File: src/rtl/seg_scan_driver.sv
// Time-multiplexed hex display scanner with a double-buffered display image.
// A prescaler (cnt) and digit index (idx) walk through NUM_DIG slots of DIV cycles each.
// Loaded data waits in a pending buffer and is promoted to the active buffer on a frame wrap.
module seg_scan_driver #(
    parameter int unsigned NUM_DIG = 8,
    parameter int unsigned DIV     = 1000,
    parameter int unsigned GUARD   = 2
) (
    input  logic                   clk,
    input  logic                   rst_n,
    input  logic                   load,
    input  logic [4*NUM_DIG-1:0]   data,
    input  logic [NUM_DIG-1:0]     dp_in,
    input  logic [NUM_DIG-1:0]     blank_mask,
    output logic                   pending,
    output logic [7:0]             seg_out,
    output logic [NUM_DIG-1:0]     dig_sel,
    output logic                   frame_tick
);

    localparam int unsigned CntW = (DIV > 1) ? $clog2(DIV) : 1;
    localparam int unsigned IdxW = $clog2(NUM_DIG);
    localparam logic [CntW-1:0] CntMax = CntW'(DIV - 1);
    localparam logic [IdxW-1:0] IdxMax = IdxW'(NUM_DIG - 1);
    localparam logic [CntW-1:0] GuardC = CntW'(GUARD);

    logic [CntW-1:0]        cnt_q, cnt_d;
    logic [IdxW-1:0]        idx_q, idx_d;
    logic                   tick_q, tick_d;
    logic                   pend_q, pend_d;
    logic [7:0]             seg_q, seg_d;
    logic [NUM_DIG-1:0]     dig_q, dig_d;
    logic [4*NUM_DIG-1:0]   pdata_q, pdata_d, adata_q, adata_d;
    logic [NUM_DIG-1:0]     pdp_q, pdp_d, adp_q, adp_d;
    logic [NUM_DIG-1:0]     pblank_q, pblank_d, ablank_q, ablank_d;
    logic                   cnt_wrap, frame_wrap;
    logic [3:0]             nib;
    logic                   dp_sel, blank_sel;
    logic [NUM_DIG-1:0]     one_hot;

    // Active-high gfedcba pattern for one hex nibble.
    function automatic logic [6:0] hex7(input logic [3:0] n);
        case (n)
            4'h0: hex7 = 7'h3F;
            4'h1: hex7 = 7'h06;
            4'h2: hex7 = 7'h5B;
            4'h3: hex7 = 7'h4F;
            4'h4: hex7 = 7'h66;
            4'h5: hex7 = 7'h6D;
            4'h6: hex7 = 7'h7D;
            4'h7: hex7 = 7'h07;
            4'h8: hex7 = 7'h7F;
            4'h9: hex7 = 7'h6F;
            4'hA: hex7 = 7'h77;
            4'hB: hex7 = 7'h7C;
            4'hC: hex7 = 7'h39;
            4'hD: hex7 = 7'h5E;
            4'hE: hex7 = 7'h79;
            default: hex7 = 7'h71;
        endcase
    endfunction

    // Prescaler and digit index; frame_tick flags the edge that wraps both.
    always_comb begin
        cnt_wrap   = (cnt_q == CntMax);
        frame_wrap = cnt_wrap && (idx_q == IdxMax);
        cnt_d      = cnt_wrap ? '0 : cnt_q + 1'b1;
        idx_d      = idx_q;
        if (cnt_wrap) begin
            idx_d = (idx_q == IdxMax) ? '0 : idx_q + 1'b1;
        end
        tick_d = frame_wrap;
    end

    // Double buffer: a load on the wrap edge bypasses straight into the active image.
    always_comb begin
        pdata_d  = pdata_q;
        pdp_d    = pdp_q;
        pblank_d = pblank_q;
        adata_d  = adata_q;
        adp_d    = adp_q;
        ablank_d = ablank_q;
        pend_d   = pend_q;
        if (load) begin
            pdata_d  = data;
            pdp_d    = dp_in;
            pblank_d = blank_mask;
            pend_d   = 1'b1;
        end
        if (frame_wrap) begin
            pend_d = 1'b0;
            if (load) begin
                adata_d  = data;
                adp_d    = dp_in;
                ablank_d = blank_mask;
            end else if (pend_q) begin
                adata_d  = pdata_q;
                adp_d    = pdp_q;
                ablank_d = pblank_q;
            end
        end
    end

    // Key-select of the current digit's nibble/dp/blank, then decode to registered outputs.
    always_comb begin
        nib       = 4'h0;
        dp_sel    = 1'b0;
        blank_sel = 1'b0;
        one_hot   = '0;
        for (int unsigned k = 0; k < NUM_DIG; k++) begin
            if (idx_q == IdxW'(k)) begin
                nib        = adata_q[4*k +: 4];
                dp_sel     = adp_q[k];
                blank_sel  = ablank_q[k];
                one_hot[k] = 1'b1;
            end
        end
        if ((cnt_q < GuardC) || blank_sel) begin
            dig_d = '1;
            seg_d = 8'hFF;
        end else begin
            dig_d = ~one_hot;
            seg_d = ~{dp_sel, hex7(nib)};
        end
    end

    // State and output registers.
    always_ff @(posedge clk or negedge rst_n) begin
        if (!rst_n) begin
            cnt_q    <= '0;
            idx_q    <= '0;
            tick_q   <= 1'b0;
            pend_q   <= 1'b0;
            seg_q    <= 8'hFF;
            dig_q    <= '1;
            pdata_q  <= '0;
            pdp_q    <= '0;
            pblank_q <= '0;
            adata_q  <= '0;
            adp_q    <= '0;
            ablank_q <= '0;
        end else begin
            cnt_q    <= cnt_d;
            idx_q    <= idx_d;
            tick_q   <= tick_d;
            pend_q   <= pend_d;
            seg_q    <= seg_d;
            dig_q    <= dig_d;
            pdata_q  <= pdata_d;
            pdp_q    <= pdp_d;
            pblank_q <= pblank_d;
            adata_q  <= adata_d;
            adp_q    <= adp_d;
            ablank_q <= ablank_d;
        end
    end

    assign pending    = pend_q;
    assign seg_out    = seg_q;
    assign dig_sel    = dig_q;
    assign frame_tick = tick_q;

endmodule

File: config.mk
export PLATFORM = sky130hd
export DESIGN_NAME = seg_scan_driver
export DESIGN_NICKNAME = d
export VERILOG_FILES = /design/src/rtl/seg_scan_driver.sv
export SDC_FILE = /design/constraint.sdc
export NUM_CORES = 1
export LEC_CHECK = 0
export ABC_AREA = 1
export CAP_MARGIN = 40
export CORE_MARGIN = 3
export CORE_UTILIZATION = 51
export DETAILED_ROUTE_END_ITERATION = 10
export PLACE_DENSITY = 0.73
export SLEW_MARGIN = 25
export SYNTH_ARGS = -nofsm -noshare
export SYNTH_HDL_FRONTEND = slang
export SYNTH_SLANG_ARGS = --single-unit
File: constraint.sdc
create_clock -name clk -period 2.3 [get_ports clk]
set_input_delay 0.345 -clock clk [delete_from_list [all_inputs] [get_ports clk]]
set_output_delay 0.345 -clock clk [all_outputs]
set_load 0.02 [all_outputs]
==> results.md, run 1 <==
- Status: completed
- Setup CP Type: reg2reg
- Final Instance Area: 0.00757 sq mm
- Commonest non-fill, non-tap cell in the layout: nand2_1
- Synth top area share: 0.468
- Max-Cap Viols: 0
- Slew margin rel.: 0.672
- DRT iter0 DRCs: between 300 and 400
- Clk Latency, worst-skew pair: 420 ps
- Post-route DRC: 0
- Fraction of layout instances using a drive strength above 1: 0.218
- Area leader, netlist: dfrtp_1
- Average cell area after synthesis: a little over 9 sq um
- Startpoint types: flip-flop
- Most frequent cells in the layout: nand2_1, dfrtp_1, clkdlybuf4s50_1
- Synthesized Nets: just over 700
- Core ar.: about 0.011 sq mm
- Worst Path Arrival: ~2500 ps
- Largest net degree at the start of global routing: 73
- Synthesized area: slightly below 0.006 sq mm
- Worst-Margin Slew: about 500 ps
- Dpl hpwl: 8.86 mm
- Placed Area: ~0.0068 sq mm
- Synth-to-layout area growth: 27.6%
- Seq cells post-synth: between 100 and 150
- Routed vias: around 4600
- DR vias/cell: 5.14
- CTS clk-pin slew, worst paths: roughly 60 ps
- Gr usage total: 0.217
- Cells after Synth: about 650
- GP Congestion: roughly 0.91
- Worst reg-to-reg setup slack: roughly 100 ps
- Die area: ~0.013 sq mm
- Min cycle time layout: between 2000 and 2500 ps
- Final hold violations: 0
- PortBufs: 68
- Die width: approximately 110 um
- Synth warnings: 0
- Root Driver: clkbuf_16
- Leakage power: approximately 3.7 nW
- Routed Antenna Nets: 0
- Synth unique cells: 32
- Row cnt: 38
- WL/cell: roughly 15 um
- TritonCTS Sinks: between 100 and 150
- # setup viols final: 0
- Total global routing overflow: 0
- IO Count: between 60 and 70
- Die Y: roughly 110 um
- WHS Path Cells: 3
- Vias in the first global route: ~4600
- Diodes inserted: 0
- Fill count: slightly below 900
- Total power: 0.00557 W
- Fmax: between 400 and 500 MHz
- Final Max Tran Viols: 0
- Final core utilization: 0.681
- Final Cycle Share: 0.957
- Critical Path End Type: flip-flop
- Reg2reg path depth: 17
- Drt total wl: between 10 and 15 mm
- Nets: between 800 and 900
- Area contributors post-synth: dfrtp_1, nand2_1, dfstp_2
- CTS H-tree lvls: 4
- CTS Buf Count: 17
- Sequential area share after synthesis: 0.539
- Peak VDD IR: about 0.45 mV
- First-pass GRT wire length: about 22 mm
- Worst hold path type: in2reg
- Total iterations of the first detailed-routing run: 5
- Required time worst endpoint: between 2000 and 3000 ps
- Worst-case clock buffer depth: 2
- Fin Hold WS: roughly 310 ps
- Final worst clock skew: slightly below 9 ps
- CTS tree: done
- Initial Utilization: 0.534
- Initial antenna violation count: 0
- Crit-path max FO: 7
- TNS Setup: 0 ps
- Power Density: about 740 mW/mm^2
- Biggest regs: adata_q (32), pdata_q (32), cnt_q (10)
[stage by stage]
stage                     setup WS (ps)  instances
after floorplan                    18.1        652
after global placement             92.2        855
after detailed placement           9.64        855
after CTS                          11.5        888
after global routing              -39.2        897
final                              98.6        897
[synth_stat cells]
| library cell | n |
|---|---|
| a21boi_0 | 2 |
| a21oi_1 | 18 |
| a41oi_1 | 1 |
| buf_12 | 3 |
| buf_2 | 2 |
| buf_6 | 6 |
| buf_8 | 1 |
| clkbuf_1 | 10 |
| dfrtp_1 | 111 |
| dfstp_2 | 16 |
| ha_1 | 13 |
| inv_1 | 67 |
| inv_2 | 8 |
| mux2_1 | 21 |
| nand2_1 | 232 |
| nand2_2 | 28 |
| nand2_4 | 1 |
| nand3_1 | 35 |
| nand3b_1 | 1 |
| nand4_1 | 3 |
| nor2_1 | 11 |
| nor2_4 | 3 |
| nor2_8 | 1 |
| nor3_1 | 6 |
| nor3_4 | 1 |
| nor4_1 | 1 |
| o211ai_1 | 1 |
| o21ai_0 | 18 |
| o21ai_1 | 5 |
| o21ai_2 | 23 |
| or2_2 | 1 |
| xor2_1 | 2 |
[cell families after synthesis]
family,synth area share
AO/OA/AOI/OAI,0.0738
flip-flops,0.539
buffers and inverters,0.0795
adder cells (fa/ha/maj),0.0274
multiplexers,0.0398
XOR/XNOR,0.00295
AND/OR/NAND/NOR,0.238
[critical path, cell delays in order (launching register included)]
cell      delay, ps
dfrtp_1         410
inv_2           130
ha_4            150
inv_1            60
nor2_4          200
nand3_2         120
nand3_2          80
nand2_1          60
nand2_1          60
nand2_1          60
nand2_2          80
a21boi_2         80
buf_4           170
ha_1            200
nand2_1          80
nand2_1          50
nand2_1          50
nand3_1          80
[final cells by class]
type	instances	area (sq um)	area share
clock inverters	14	160	0.0211
well taps	140	175	0.0231
clock buffers	18	439	0.0580
multi-input cells	428	2390	0.315
inverters	75	284	0.0375
flip-flops and latches	127	3200	0.422
repair inverters	1	5.00	0.000661
repair buffers	94	925	0.122
[what timing repair did]
action | in CTS | in global routing
buffers inserted | 0 | 8
hold buffers | 1 | 0
endpoints found under the hold margin | 15 | 0
pin swaps | 0 | 3
endpoints found under the setup margin | 2 | 7
resized for setup | 2 | 30
cloned | 0 | 1
[power by group]
part           internal, W  switching (W)
Clock              0.00164        0.00104
Sequential         0.00237      0.0000419
Combinational     0.000199       0.000276
Total              0.00421        0.00136
[final timing paths]
kind,start,end
setup / recovery,idx_q[0],seg_out[0]
hold / removal,load,pdata_q[15]
setup reg to reg,idx_q[0],seg_out[0]
hold reg to reg,pdata_q[9],pdata_q[9]
max in group asynchronous,rst_n,adp_q[2]
min in group asynchronous,rst_n,pdp_q[5]
[layer usage]
layer | GRT usage | vias up | routed length, um
met2 | 0.344 | 151 | 6540
met4 | 0.0744 | 0 | 360
met3 | 0.0674 | 38 | 744
li1 | - | 2231 | -
met1 | 0.284 | 2193 | 5920
met5 | 0 | - | 0
Note: power is estimated with default switching activity, not from simulation.
==> run 2, diff against run 1 <==
ABC_AREA = not set   (was 1)
CORE_UTILIZATION = 50   (was 51)
PLACE_DENSITY = 0.72   (was 0.73)
RECOVER_POWER = 50   (was not set)
==> run 2 against run 1 <==
Against the previous run: the run now ends with capacitance limit, slew limit, setup timing left; clock-buffer cell count rose by 1; core utilization rose by 6.3 points; die area fell by 3.8%; synthesized cell count fell by 32%; via count fell by 14%; cell count fell by 20%; worst hold slack got worse by 200 ps; global-route usage fell by 0.32 points; critical endpoint unchanged; sequential power fell by 3%; fmax fell by 12%.
==> results.md, run 2 <==
- CTS clk-pin slew, worst paths: 60 ps
- Final worst clock skew: 7.60 ps
- XOR/XNOR Fraction of Synth Area: 0.0125
- Nets: roughly 630
- Synth-to-layout area growth: 41.2%
- Placed Area: approximately 0.0066 sq mm
- Simple-gate portion of the synthesized area: 0.0773
- Final std cells w/o fill: ~720
- Seq cells post-synth: around 130
- Worst Setup Slack, final: -192 ps
- Synthesized Nets: between 500 and 600
- Hold path start: load
- Biggest regs: adata_q (32), pdata_q (32), cnt_q (10)
- Min cycle time layout: around 2500 ps
- CTS Buf Count: 17
- IO Count: between 60 and 70
- DRT iter0 DRCs: approximately 180
- Average cell area after synthesis: ~13 sq um
- Dpl ws: -238 ps
- CTS H-tree lvls: 4
- First-pass GRT wire length: about 21 mm
- Worst hold path type: in2reg
- # setup viols final: 17
- Most common flop cell mapped by yosys: dfrtp_1
- Fill count: roughly 700
- Final Instance Area: 0.00789 sq mm
- Area contributors post-synth: dfrtp_1, mux2_2, dfstp_2
- WHS Path Cells: 3
- Synthesized area: roughly 0.0056 sq mm
- Main combinational cell family by area after synthesis: multiplexers
- Total power: 0.00526 W
- Worst-Margin Slew: around 1700 ps
- Final Max Tran Viols: 128
- Crit-path max FO: 5
- Die area: around 0.012 sq mm
- Number of synthesized flops with an enable pin: 0
- Worst Path Arrival: 2950 ps
- FF-to-FF Start: idx_q[1]
- Largest net degree at the start of global routing: 128
- Leakage power: 3.39 nW
- Final Cycle Share: 1.08
- Violated checks: capacitance limit, slew limit, setup timing
- CP max-delay cell: dfrtp_1
- Critical Path End Type: flip-flop
- Setup CP Type: reg2reg
- Required time worst endpoint: about 2800 ps
- Die width: roughly 110 um
- Synth warnings: 0
- Diodes inserted: 0
- Fraction of layout instances using a drive strength above 1: 0.336
- Gr usage total: 0.213
- Routed Antenna Nets: 0
- Worst-case clock buffer depth: 2
- Synth Area in Compound Gates: 0.0896
- Post-Synth Adder-Cell Area: 0.0291
- WL/cell: about 20 um
- Final hold violations: 0
- Unrepaired setup endpoints after global routing: yes
- Mux share of post-synthesis cell area: 0.181
- Final core utilization: 0.744
- Sequential area share after synthesis: 0.572
- Area leader, netlist: dfrtp_1
- GP Congestion: 0.883
- Commonest non-fill, non-tap cell in the layout: dfrtp_1
- CTS tree: done
- Slew margin rel.: -0.112
- PortBufs: 68
- Clk Latency, worst-skew pair: 540 ps
- Synth unique cells: 48
- Startpoint types: flip-flop
- Post-route DRC: 0
- Vias in the first global route: 4155
- Placed cells: around 660
- DR vias/cell: 5.54
- Cells after Synth: about 450
- Total global routing overflow: 0
- CP Launch Point: idx_q[1]
- Synth cell count leaders: dfrtp_1, mux2_2, nand2_1
- Root Driver: clkbuf_8
- Reg2reg path depth: 11
- Dpl hpwl: 8.17 mm
- Power Density: about 670 mW/mm^2
- Routed vias: between 3000 and 4000
- TritonCTS Sinks: roughly 130
- Row cnt: 37
- Asr flop ratio synth: 1.00
- Max-Cap Viols: 1
- Total iterations of the first detailed-routing run: 5
- Initial antenna violation count: 0
- Die Y: 112 um
- Synth top area share: 0.497
- Fmax: approximately 400 MHz
- Top cell by count, worst path: ha_4
- Core ar.: between 0.01 and 0.015 sq mm
- Most frequent cells in the layout: dfrtp_1, clkdlybuf4s50_1, mux2_1
- Max stage delay on crit path: roughly 420 ps
- Peak VDD IR: about 0.55 mV
- Status: finished with violations
- Drt total wl: 14.2 mm
- Initial Utilization: 0.527
- Most numerous cell in the Yosys netlist: dfrtp_1
- Crit-path cells: inv_2 > ha_4 > and2b_2 > a221oi_4 > a2111oi_4 > o21ai_2 > and2_4 > ha_4 > or3_1 > o221ai_2 > nand2_1
-- run 2: final cells by class --
| cell class | instances | area (sq um) | area share |
|---|---|---|---|
| Clock buffer | 19 | 432 | 0.0547 |
| Clock inverter | 13 | 155 | 0.0197 |
| Inverter | 18 | 70.1 | 0.00888 |
| Multi-Input combinational cell | 276 | 2630 | 0.333 |
| Sequential cell | 127 | 3200 | 0.406 |
| Tap cell | 136 | 170 | 0.0216 |
| Timing Repair Buffer | 128 | 1240 | 0.157 |
-- run 2: layer usage --
metal  share of wire  GRT usage
met5               0          0
met4           0.018     0.0860
met2            0.50      0.335
met3           0.048     0.0538
met1            0.44      0.285
-- run 2: repair_timing --
action | 4_1_cts | 5_1_grt
buffers inserted | 10 | 9
pin swaps | 11 | 20
cloned | 0 | 7
hold buffers | 1 | 0
setup endpoints to repair | 11 | 53
resized for setup | 34 | 49
hold endpoints to repair | 111 | 0
-- run 2: worst max-delay path: cells and delay by family, from the launching register on --
family / cells / cell delay, ps
adder cells (fa/ha/maj): 2 / 350
AO/OA/AOI/OAI: 4 / 590
buffers and inverters: 1 / 100
flip-flops: 1 / 420
AND/OR/NAND/NOR: 4 / 950
-- run 2: per-stage QoR --
stage	hold slack, ps	setup TNS, ps
after detailed placement	460	-962
after floorplan	49.4	-29.0
final	116	-1250
after CTS	82.1	-373
after global routing	168	-6210
after global placement	447	-221
-- run 2: logic make-up (layout without fill, tap and decap cells) --
| family | after synthesis | in the layout |
|---|---|---|
| compound gates | 74 | 74 |
| fa+ha+maj | 13 | 13 |
| xor+xnor | 8 | 8 |
| mux | 90 | 90 |
| simple gates | 91 | 91 |
| flops | 127 | 127 |
| buf+inv | 43 | 178 |
-- run 2: where the power goes --
part | switching [W] | internal (W) | total, W
Sequential | 0.0000204 | 0.00232 | 0.00234
Clock | 0.00107 | 0.00159 | 0.00266
Combinational | 0.000122 | 0.000135 | 0.000257
-- run 2: path summary, 6_finish.rpt --
check | endpoint | slack [ps]
max in group asynchronous | idx_q[0] | 270
worst max-delay path | seg_out[0] | -190
worst min-delay path | pending | 120
worst max register to register | seg_out[0] | -190
min in group asynchronous | pdata_q[9] | 930
worst min register to register | pblank_q[4] | 480
==> run 3, diff against run 2 <==
TNS_END_PERCENT = 5   (was not set)
==> run 3 against run 2 <==
Against the previous run: the flow still finishes with violations (capacitance limit, slew limit, setup timing); clock-buffer cell count is the same; combinational power fell by 2%; worst setup slack improved by 82 ps; clock skew down 2.0 ps; first-iteration DRC count is 16% higher; register-to-register slack gained 80 ps; global-route usage down 0.13 points; fmax rose by 3.4%; core utilization shrank 3.0 points; non-clock buffer count is 14 lower; sequential power about the same; critical endpoint is now seg_out[5]; largest power group unchanged.
==> results.md, run 3 (synthesis results as in run 2) <==
- Crit-path max FO: 8
- First-pass GRT wire length: around 21 mm
- Max-Cap Viols: 1
- DR vias/cell: around 5.4
- Most frequent cells in the layout: dfrtp_1, clkdlybuf4s50_1, mux2_1
- Slew margin rel.: -0.121
- CP Launch Point: idx_q[1]
- Critical Path End Type: flip-flop
- Worst-case clock buffer depth: 2
- Root Driver: clkbuf_8
- Initial Utilization: 0.527
- IO Count: between 60 and 70
- Power Density: 692 mW/mm^2
- WHS Path Cells: 3
- Row cnt: 37
- Hold path start: load
- Final worst clock skew: about 5.6 ps
- Die Y: between 100 and 150 um
- Min cycle time layout: approximately 2400 ps
- Gr usage total: 0.212
- Dpl ws: -238 ps
- Peak VDD IR: 0.480 mV
- Total power: between 0.005 and 0.006 W
- Worst hold path type: in2reg
- Fmax: between 400 and 500 MHz
- DRT iter0 DRCs: 205
- Drt total wl: ~13 mm
- Routed Antenna Nets: 0
- Worst Setup Slack, final: -109 ps
- Worst Path Arrival: approximately 2900 ps
- Largest net degree at the start of global routing: ~130
- Fin Hold WS: 124 ps
- Dpl hpwl: 8.17 mm
- RR Endpoint: seg_out[5]
- Routed vias: 3827
- GP Congestion: ~0.88
- Total iterations of the first detailed-routing run: 4
- Die width: between 100 and 150 um
- FF-to-FF Start: idx_q[1]
- Final Cycle Share: 1.05
- Initial antenna violation count: 0
- Biggest regs: adata_q (32), pdata_q (32), cnt_q (10)
- PortBufs: a little under 70
- # setup viols final: 8
- Commonest non-fill, non-tap cell in the layout: dfrtp_1
- CTS tree: done
- CTS Buf Count: 17
- Unrepaired setup endpoints after global routing: yes
- WL/cell: 18.4 um
- Final hold violations: 0
- Hold Crit Endpoint: pending
- Diodes inserted: 0
- Worst reg-to-reg setup slack: -110 ps
- CTS clk-pin slew, worst paths: roughly 60 ps
- Total global routing overflow: 0
- Fraction of layout instances using a drive strength above 1: 0.286
- Post-route DRC: 0
- Final Max Tran Viols: 128
- Startpoint types: flip-flop
- Status: finished with violations
- Setup CP Type: reg2reg
- Nets: approximately 620
- Violated checks: capacitance limit, slew limit, setup timing
- Die area: about 0.012 sq mm
- Vias in the first global route: 4120
- Core ar.: approximately 0.011 sq mm
- Clk Latency, worst-skew pair: between 500 and 600 ps
- Synth-to-layout area growth: 35.4%
- Reg2reg path depth: 12
- TritonCTS Sinks: 127
- Required time worst endpoint: around 2700 ps
- Worst-Margin Slew: 1680 ps
- CTS H-tree lvls: 4
- Leakage power: between 3 and 4 nW
-- run 3: timing repair --
item | CTS | global route
endpoints found under the hold margin | 111 | 0
cloned | 0 | 2
pin swaps | 13 | 10
hold buffers | 1 | 0
resized for setup | 31 | 18
endpoints found under the setup margin | 11 | 53
buffers inserted | 9 | 1
-- run 3: area by class of cell --
type,instances,area (sq um)
well taps,136,170
flip-flops and latches,127,3200
fillers,758,3040
multi-input cells,276,2490
repair buffers,114,1050
inverters,18,70.1
clock inverters,13,155
clock buffers,19,432
-- run 3: worst max-delay path by stage --
stage	to	slack, ps
finish	seg_out[5]	-110
global route	seg_out[1]	-250
CTS	seg_out[0]	-70
detailed placement	seg_out[0]	-240
global placement	seg_out[0]	-130
floorplan	seg_out[0]	-30
-- run 3: power breakdown --
| group | switching [W] | internal [W] | leakage [nW] | total, W |
|---|---|---|---|---|
| Clock | 0.00105 | 0.00159 | 0.278 | 0.00265 |
| Combinational | 0.000118 | 0.000135 | 1.48 | 0.000253 |
| Sequential | 0.0000195 | 0.00232 | 1.54 | 0.00234 |
-- run 3: metrics by stage --
step | area (sq um) | instances | utilization | setup TNS [ps]
CTS | 7460 | 700 | 0.704 | -342
finish | 7570 | 703 | 0.714 | -600
detailed placement | 6640 | 658 | 0.626 | -962
floorplan | 5700 | 446 | - | -29.0
global placement | 6640 | 658 | 0.626 | -221
global route | 7570 | 703 | 0.714 | -4260
-- run 3: critical path, cell delays in order, from the launching register on --
cell and delay [ps]:
dfrtp_1 410, inv_2 90, ha_4 170, buf_6 140, buf_6 130, a211oi_2 230, o21ai_0 150, o21ai_2 180
and2_4 210, inv_1 80, ha_2 220, mux2i_1 190, o221ai_2 130
-- run 3: routing by layer --
layer  vias to the layer above  wire [um]  part of all wire  track usage
met5                         -          0                 0            0
met4                         0        159             0.012       0.0860
met3                        14        662             0.051       0.0560
met2                       103       6270              0.49        0.326
met1                      1900       5830              0.45        0.288
li1                       1810          -                 -            -
